## config.mk

```make
export PLATFORM = sky130hd
export DESIGN_NAME = keypoint_frame_sequencer
export DESIGN_NICKNAME = d
export VERILOG_FILES = /design/src/rtl/keypoint_frame_sequencer.sv
export SDC_FILE = /design/constraint.sdc
export NUM_CORES = 1
export LEC_CHECK = 0
export CAP_MARGIN = 30
export CORE_UTILIZATION = 27
export DETAILED_ROUTE_END_ITERATION = 8
export PLACE_DENSITY_LB_ADDON = 0.05
export SLEW_MARGIN = 20
export SYNTH_ARGS = -nofsm -noshare
export SYNTH_HDL_FRONTEND = slang
export SYNTH_SLANG_ARGS = --single-unit
```

## constraint.sdc

```tcl
create_clock -name clk -period 7.9 [get_ports clk]
set_clock_uncertainty 0.05 [all_clocks]
set_input_delay 1.58 -clock clk [delete_from_list [all_inputs] [get_ports clk]]
set_output_delay 1.58 -clock clk [all_outputs]
set_load 0.01 [all_outputs]
```

## src/rtl/keypoint_frame_sequencer.sv

```systemverilog
// keypoint_frame_sequencer
// Packs a byte stream of signed joint coordinates into 3-point frames.
// Buffers the frames in a small FIFO and hands them to the hierarchical
// angle/DTW scorer one at a time. Each frame is announced with a start pulse.
// The next frame is not issued until the CORDIC reports a fresh angle.
// After SEQ_LEN frames the block waits for the scorer's DTW done.

module keypoint_frame_sequencer #(
  parameter int COORD_DEPTH = 8,
  parameter int FIFO_DEPTH  = 4,
  parameter int SEQ_LEN     = 22,
  parameter int MIN_GAP     = 22
) (
  input  logic                               clk,
  input  logic                               rst,
  input  logic signed [COORD_DEPTH-1:0]      in_data,
  input  logic                               in_valid,
  output logic                               in_ready,
  input  logic                               seq_start,
  input  logic                               sample_rdy,
  input  logic                               seq_done,
  output logic signed [COORD_DEPTH-1:0]      x_0,
  output logic signed [COORD_DEPTH-1:0]      y_0,
  output logic signed [COORD_DEPTH-1:0]      x_1,
  output logic signed [COORD_DEPTH-1:0]      y_1,
  output logic signed [COORD_DEPTH-1:0]      x_2,
  output logic signed [COORD_DEPTH-1:0]      y_2,
  output logic                               start,
  output logic                               busy,
  output logic [$clog2(SEQ_LEN+1)-1:0]       frame_cnt,
  output logic                               seq_complete
);

  localparam int FRAME_W = 6 * COORD_DEPTH;
  localparam int PTR_W   = (FIFO_DEPTH > 1) ? $clog2(FIFO_DEPTH) : 1;
  localparam int CNT_W   = $clog2(FIFO_DEPTH + 1);
  localparam int FC_W    = $clog2(SEQ_LEN + 1);
  localparam int GAP_W   = $clog2(MIN_GAP + 1);

  typedef enum logic [1:0] {
    IDLE,
    ISSUE,
    WAIT_ANGLE,
    WAIT_DONE
  } state_t;

  state_t state_q, state_d;

  // Assembler storage: slots 0..4 are held here.
  // Slot 5 goes straight into the FIFO.
  logic [2:0]             slot;
  logic [COORD_DEPTH-1:0] part [0:4];
  logic                   accept;
  logic                   push;
  logic [FRAME_W-1:0]     push_data;

  // FIFO storage and bookkeeping
  logic [FRAME_W-1:0]     mem [0:FIFO_DEPTH-1];
  logic [PTR_W-1:0]       wr_ptr;
  logic [PTR_W-1:0]       rd_ptr;
  logic [CNT_W-1:0]       count;
  logic                   fifo_full;
  logic                   fifo_empty;
  logic [FRAME_W-1:0]     rd_data;

  // Sequencer control
  logic [GAP_W-1:0]       gap_cnt;
  logic                   sample_rdy_q;
  logic                   sample_edge;
  logic                   pop;
  logic                   seq_init;
  logic                   gap_clr;
  logic                   frame_inc;
  logic                   done_pulse;

  assign fifo_full   = (count == CNT_W'(FIFO_DEPTH));
  assign fifo_empty  = (count == '0);
  assign in_ready    = !((slot == 3'd5) && fifo_full);
  assign accept      = in_valid && in_ready;
  assign push        = accept && (slot == 3'd5);
  assign push_data   = {in_data, part[4], part[3], part[2], part[1], part[0]};
  assign rd_data     = mem[rd_ptr];
  assign sample_edge = sample_rdy && !sample_rdy_q;
  assign busy        = (state_q != IDLE);

  // Step the slot counter on every accepted byte.
  // It wraps after slot 5, which is the byte that completes a frame.
  always_ff @(posedge clk) begin
    if (rst) begin
      slot <= 3'd0;
    end else if (accept) begin
      if (slot == 3'd5) slot <= 3'd0;
      else              slot <= slot + 3'd1;
    end
  end

  // Capture the coordinates for slots 0..4 until the frame is complete.
  always_ff @(posedge clk) begin
    for (int i = 0; i < 5; i++) begin
      if (accept && (slot == 3'(i))) part[i] <= in_data;
    end
  end

  // FIFO frame storage, written when a frame is completed.
  always_ff @(posedge clk) begin
    if (push) mem[wr_ptr] <= push_data;
  end

  // Move the FIFO pointers and occupancy count.
  // A push is only possible when the FIFO is not full.
  // A pop is only possible when the FIFO is not empty.
  always_ff @(posedge clk) begin
    if (rst) begin
      wr_ptr <= '0;
      rd_ptr <= '0;
      count  <= '0;
    end else begin
      if (push) wr_ptr <= wr_ptr + 1'b1;
      if (pop)  rd_ptr <= rd_ptr + 1'b1;
      case ({push, pop})
        2'b10:   count <= count + 1'b1;
        2'b01:   count <= count - 1'b1;
        default: count <= count;
      endcase
    end
  end

  // State register for the issue sequencer.
  always_ff @(posedge clk) begin
    if (rst) state_q <= IDLE;
    else     state_q <= state_d;
  end

  // Next-state and control decode.
  // Issuing waits for the settle gap to expire and a frame to be available.
  // An angle only counts on a fresh rising edge of sample_rdy.
  always_comb begin
    state_d    = state_q;
    pop        = 1'b0;
    seq_init   = 1'b0;
    gap_clr    = 1'b0;
    frame_inc  = 1'b0;
    done_pulse = 1'b0;
    case (state_q)
      IDLE: begin
        if (seq_start) begin
          seq_init = 1'b1;
          state_d  = ISSUE;
        end
      end
      ISSUE: begin
        if ((gap_cnt == GAP_W'(MIN_GAP)) && !fifo_empty) begin
          pop     = 1'b1;
          state_d = WAIT_ANGLE;
        end
      end
      WAIT_ANGLE: begin
        if (sample_edge) begin
          frame_inc = 1'b1;
          if (frame_cnt == FC_W'(SEQ_LEN - 1)) begin
            state_d = WAIT_DONE;
          end else begin
            gap_clr = 1'b1;
            state_d = ISSUE;
          end
        end
      end
      WAIT_DONE: begin
        if (seq_done) begin
          done_pulse = 1'b1;
          state_d    = IDLE;
        end
      end
      default: state_d = IDLE;
    endcase
  end

  // Sequencer datapath: counters, the sample_rdy history and the pulses.
  // The coordinate registers hold the last popped frame until the next pop.
  always_ff @(posedge clk) begin
    if (rst) begin
      gap_cnt      <= '0;
      frame_cnt    <= '0;
      sample_rdy_q <= 1'b0;
      start        <= 1'b0;
      seq_complete <= 1'b0;
      x_0          <= '0;
      y_0          <= '0;
      x_1          <= '0;
      y_1          <= '0;
      x_2          <= '0;
      y_2          <= '0;
    end else begin
      sample_rdy_q <= sample_rdy;
      start        <= pop;
      seq_complete <= done_pulse;
      if (seq_init || gap_clr) begin
        gap_cnt <= '0;
      end else if ((state_q == ISSUE) && (gap_cnt != GAP_W'(MIN_GAP))) begin
        gap_cnt <= gap_cnt + 1'b1;
      end
      if (seq_init)       frame_cnt <= '0;
      else if (frame_inc) frame_cnt <= frame_cnt + 1'b1;
      if (pop) begin
        x_0 <= rd_data[0*COORD_DEPTH +: COORD_DEPTH];
        y_0 <= rd_data[1*COORD_DEPTH +: COORD_DEPTH];
        x_1 <= rd_data[2*COORD_DEPTH +: COORD_DEPTH];
        y_1 <= rd_data[3*COORD_DEPTH +: COORD_DEPTH];
        x_2 <= rd_data[4*COORD_DEPTH +: COORD_DEPTH];
        y_2 <= rd_data[5*COORD_DEPTH +: COORD_DEPTH];
      end
    end
  end

endmodule

```

==> run summary <==
The post-detailed-placement half-perimeter wirelength is 15900 um. The pre-CTS setup slack is 3.92 ns. In this run the critical register-to-register path is captured at count[2]$_SDFFE_PP0P_.

The number of antenna diodes in the final layout is 0. Internal power comes to 0.00263 W. The final setup violation count came out at 0. The average wire per standard cell came out at 22.2 um. The final cell area excluding filler cells came out at 13900 um2. Summed over all cells, the static leakage comes to 4.22 nW. The worst setup path is captured at an output port. The startpoint identified for the worst register-to-register timing path is gap_cnt[0]$_SDFFE_PP0P_. The sequential fraction of the synthesis area is 0.728. The final count of pins violating max slew is 0.

The class of the most critical setup path is reg2out. The total power of the final layout came out at 0.00331 W. In this run, the number of DRC markers left after iteration 0 of detailed routing was 440.

Fill cells in the final layout number 4015. The final sum of negative setup slack came out at 0 ns. The post-synthesis to final-layout area growth is 20.4%. The synthesized area is 11600 um2.

The clock tree synthesis step divided the H-tree into 2 levels. The clock network power share came out at 0.458. In this run the horizontal extent of the chip is 209 um. Measured along the y axis, the die boundary spans 209 um. The count of buffers inserted at the top-level ports came out at 70.

Counting instances, the worst hold path has a depth of 2. Entering global routing, the biggest net connects 65 pins. The switching fraction of total power is 0.205.

Routability-driven placement finished with a final weighted congestion of 0.723. The number of sinks on the clock net is 305. The number of buffers inserted during clock tree synthesis is 37.

The floorplan die area is 43700 um2. The clock passes through at most 3 buffers. The synthesized design contains 305 register bits. Once the clock tree was built, the setup fixing pass inserted 0 buffers. The number of cells in the design after placement is 1253.

Using the TritonRoute via totals, the vias-per-cell ratio works out to 4.85. The total number of placement rows came out at 75. The analysis attributes to net switching a power of 0.000679 W.

For this run, design rule violations remaining after detail routing come to 0. When the netlist entered floorplanning its net count stood at 713. TritonCTS built the clock tree.

The final critical-path required period is 3.98 ns. The share of the clock period used by the worst path after layout came out at 0.504. The area after detailed placement is 12800 um2.

The startpoint of the worst hold path is x_1[5]$_SDFFE_PP0P_. The routed layout has 6391 vias. The mean post-synth cell area is 16.8 um2. The async set-or-reset flop fraction in the synthesized netlist is 0. The worst hold path terminates at x_1[5]$_SDFFE_PP0P_. The post-synthesis cell count is 688.

The initial standard-cell utilization of the core is 0.275. The setup check on the worst reg-to-reg path leaves a slack of 4.74 ns. For the pin with the worst max-slew slack, the measured transition is 0.911 ns. The number of cell instances on the worst register-to-register path is 12.

The maximum resistive drop on vdd came out at 0.000107 V. The library cell used most frequently in the layout, excluding fill and tap cells, is sky130_fd_sc_hd__edfxtp_1. Wires add up to 29200 um. The data required time at the worst endpoint came out at 6.27 ns.

For this run, the leading register cell type out of synthesis is sky130_fd_sc_hd__edfxtp_1. The worst-skew pair later-pin latency came out at 0.54 ns. The number of antenna violations at the first check in global routing is 1. The largest fanout on the critical path came out at 8. The worst hold path belongs to the class reg2reg. The final count of hold timing violations came to 0. The fraction of final layout cells with drive strength greater than 1 came out at 0.173. The via count of the first global-routing pass came out at 6903. The final worst setup slack came out at 3.92 ns.

The peak clock frequency supported by timing came out at 251 MHz. The number of resized instances in the post-cts repair step came out at 0. The part of the power in registers is 0.524. The clock transition at the register clock pins on the worst setup and hold paths after CTS came out at 0.05 ns.

For this run, the post-layout net count is 779. The number of warnings issued by yosys came out at 0. In the layout the commonest cells are sky130_fd_sc_hd__edfxtp_1, sky130_fd_sc_hd__dfxtp_1, sky130_fd_sc_hd__clkdlybuf4s50_1. The worst-case headroom to the max-slew limit is 0.392. The count of cell types in the netlist is 51. The power share of the combinational group is 0.018. Clock tree synthesis selected as its root buffer the cell sky130_fd_sc_hd__clkbuf_16. For this run, the total global-route usage over all layers was measured as 0.138. Setup repair after global routing left no endpoint under its margin.

The power per unit of standard cell area is 238 nW/um2. The worst setup path is launched from a flop. The first-pass GRT wire length is 44200 um.

The flow ran to the end, and the final reports show no timing, DRC or antenna violations. The number of detailed-route iterations in the first pass is 4. The total of max-cap violations is 0. The placeable core area is 42100 um2. The number of hold buffers added after CTS was 0.

The number of flops mapped to enable cells by yosys is 232. The post-detailed-route count of antenna-violating nets came out at 0. 71 I/O pins were placed. The arrival time at the worst endpoint is 2.35 ns. The finished layout holds 1318 standard cells, fillers aside. Global routing finished with a remaining overflow of 0.
==> logic make-up (layout without fill, tap and decap cells) <==
kind of cell / count (synthesis) / after routing / synth area share
DFF: 305 / 305 / 0.728
AOI/OAI and AO/OA: 123 / 123 / 0.0661
and+or+nand+nor: 117 / 117 / 0.0638
buffers and inverters: 75 / 166 / 0.0279
muxes: 54 / 54 / 0.0990
adders and majority gates: 11 / 11 / 0.0125
xor gates and xnor gates: 3 / 3 / 0.00227
==> layer usage <==
metal | up-vias | track usage | wire (um)
met5 | - | 0 | 0
li1 | 2911 | - | -
met1 | 3300 | 0.189 | 14000
met2 | 128 | 0.217 | 13600
met3 | 52 | 0.0248 | 884
met4 | 0 | 0.0525 | 767
==> worst max-delay path, cell delays in order, from the launching register on <==
cell	delay [ns]
sky130_fd_sc_hd__dfxtp_1	0.42
sky130_fd_sc_hd__or3b_1	0.50
sky130_fd_sc_hd__or3_4	0.42
sky130_fd_sc_hd__clkdlybuf4s50_1	0.50
==> registers in the layout (all words and copies together), names as in the netlist, 2 cells and up <==
name / flops
count: 3
x_1: 8
y_1: 8
x_0: 8
wr_ptr: 2
mem: 192
frame_cnt: 5
part: 40
y_0: 8
state_q: 2
slot: 3
y_2: 8
gap_cnt: 5
x_2: 8
rd_ptr: 2
==> cells in the mapped netlist, types with 3 or more instances <==
cell type / number / area share
sky130_fd_sc_hd__nand3_1: 7 / 0.0030
sky130_fd_sc_hd__nor3_1: 4 / 0.0017
sky130_fd_sc_hd__nand2_1: 4 / 0.0013
sky130_fd_sc_hd__nor2b_1: 4 / 0.0022
sky130_fd_sc_hd__inv_1: 14 / 0.0045
sky130_fd_sc_hd__buf_4: 4 / 0.0026
sky130_fd_sc_hd__and3_1: 5 / 0.0027
sky130_fd_sc_hd__buf_2: 21 / 0.0091
sky130_fd_sc_hd__nand4_1: 52 / 0.028
sky130_fd_sc_hd__o31ai_1: 48 / 0.031
sky130_fd_sc_hd__nor2_1: 12 / 0.0039
sky130_fd_sc_hd__ha_1: 10 / 0.011
sky130_fd_sc_hd__a21oi_1: 60 / 0.026
sky130_fd_sc_hd__edfxtp_1: 232 / 0.60
sky130_fd_sc_hd__nand2b_1: 3 / 0.0016
sky130_fd_sc_hd__or3_1: 3 / 0.0016
sky130_fd_sc_hd__mux2i_1: 3 / 0.0026
sky130_fd_sc_hd__dfxtp_1: 73 / 0.13
sky130_fd_sc_hd__o21ai_0: 7 / 0.0030
sky130_fd_sc_hd__and4b_1: 3 / 0.0026
sky130_fd_sc_hd__clkbuf_1: 33 / 0.011
sky130_fd_sc_hd__mux2_2: 3 / 0.0029
sky130_fd_sc_hd__mux4_2: 48 / 0.093
==> final cells by class <==
cell class / instances / area, um2 / share of cell area
inverter: 15 / 56.3 / 0.00404
clock buffer: 46 / 1000 / 0.0719
tap: 539 / 674 / 0.0484
clock inverter: 18 / 80.1 / 0.00575
multi-input combinational: 308 / 2860 / 0.205
sequential: 305 / 8440 / 0.605
timing repair buffer: 87 / 825 / 0.0592
==> through the flow <==
step / utilization / hold WS, ns
after floorplan: - / 0.409
after global placement: 0.305 / 0.406
after detailed placement: 0.305 / 0.410
after CTS: 0.331 / 0.418
after global routing: 0.331 / 0.436
final: 0.331 / 0.418
==> power groups by stage <==
stage	registers (W)	clock network, W	logic, W
after floorplan	0.00176	0	0.0000305
after global placement	0.00177	0	0.0000592
after detailed placement	0.00177	0	0.0000606
after CTS	0.00174	0.00158	0.0000607
after global routing	0.00174	0.00164	0.0000655
final	0.00174	0.00152	0.0000591
==> how the worst max path moves through the flow <==
stage	cells past startpoint	slack [ns]	end	start
2_1_floorplan	2	4.39	mem[0][0]$_DFFE_PP_	in_valid
3_3_place_gp	4	3.99	mem[3][38]$_DFFE_PP_	in_valid
3_5_place_dp	4	3.92	mem[3][15]$_DFFE_PP_	in_valid
4_1_cts	3	3.87	in_ready	count[2]$_SDFFE_PP0P_
5_1_grt	3	3.84	in_ready	count[2]$_SDFFE_PP0P_
6_report	3	3.92	in_ready	count[2]$_SDFFE_PP0P_
No activity file was read; power rests on OpenSTA's default activity.
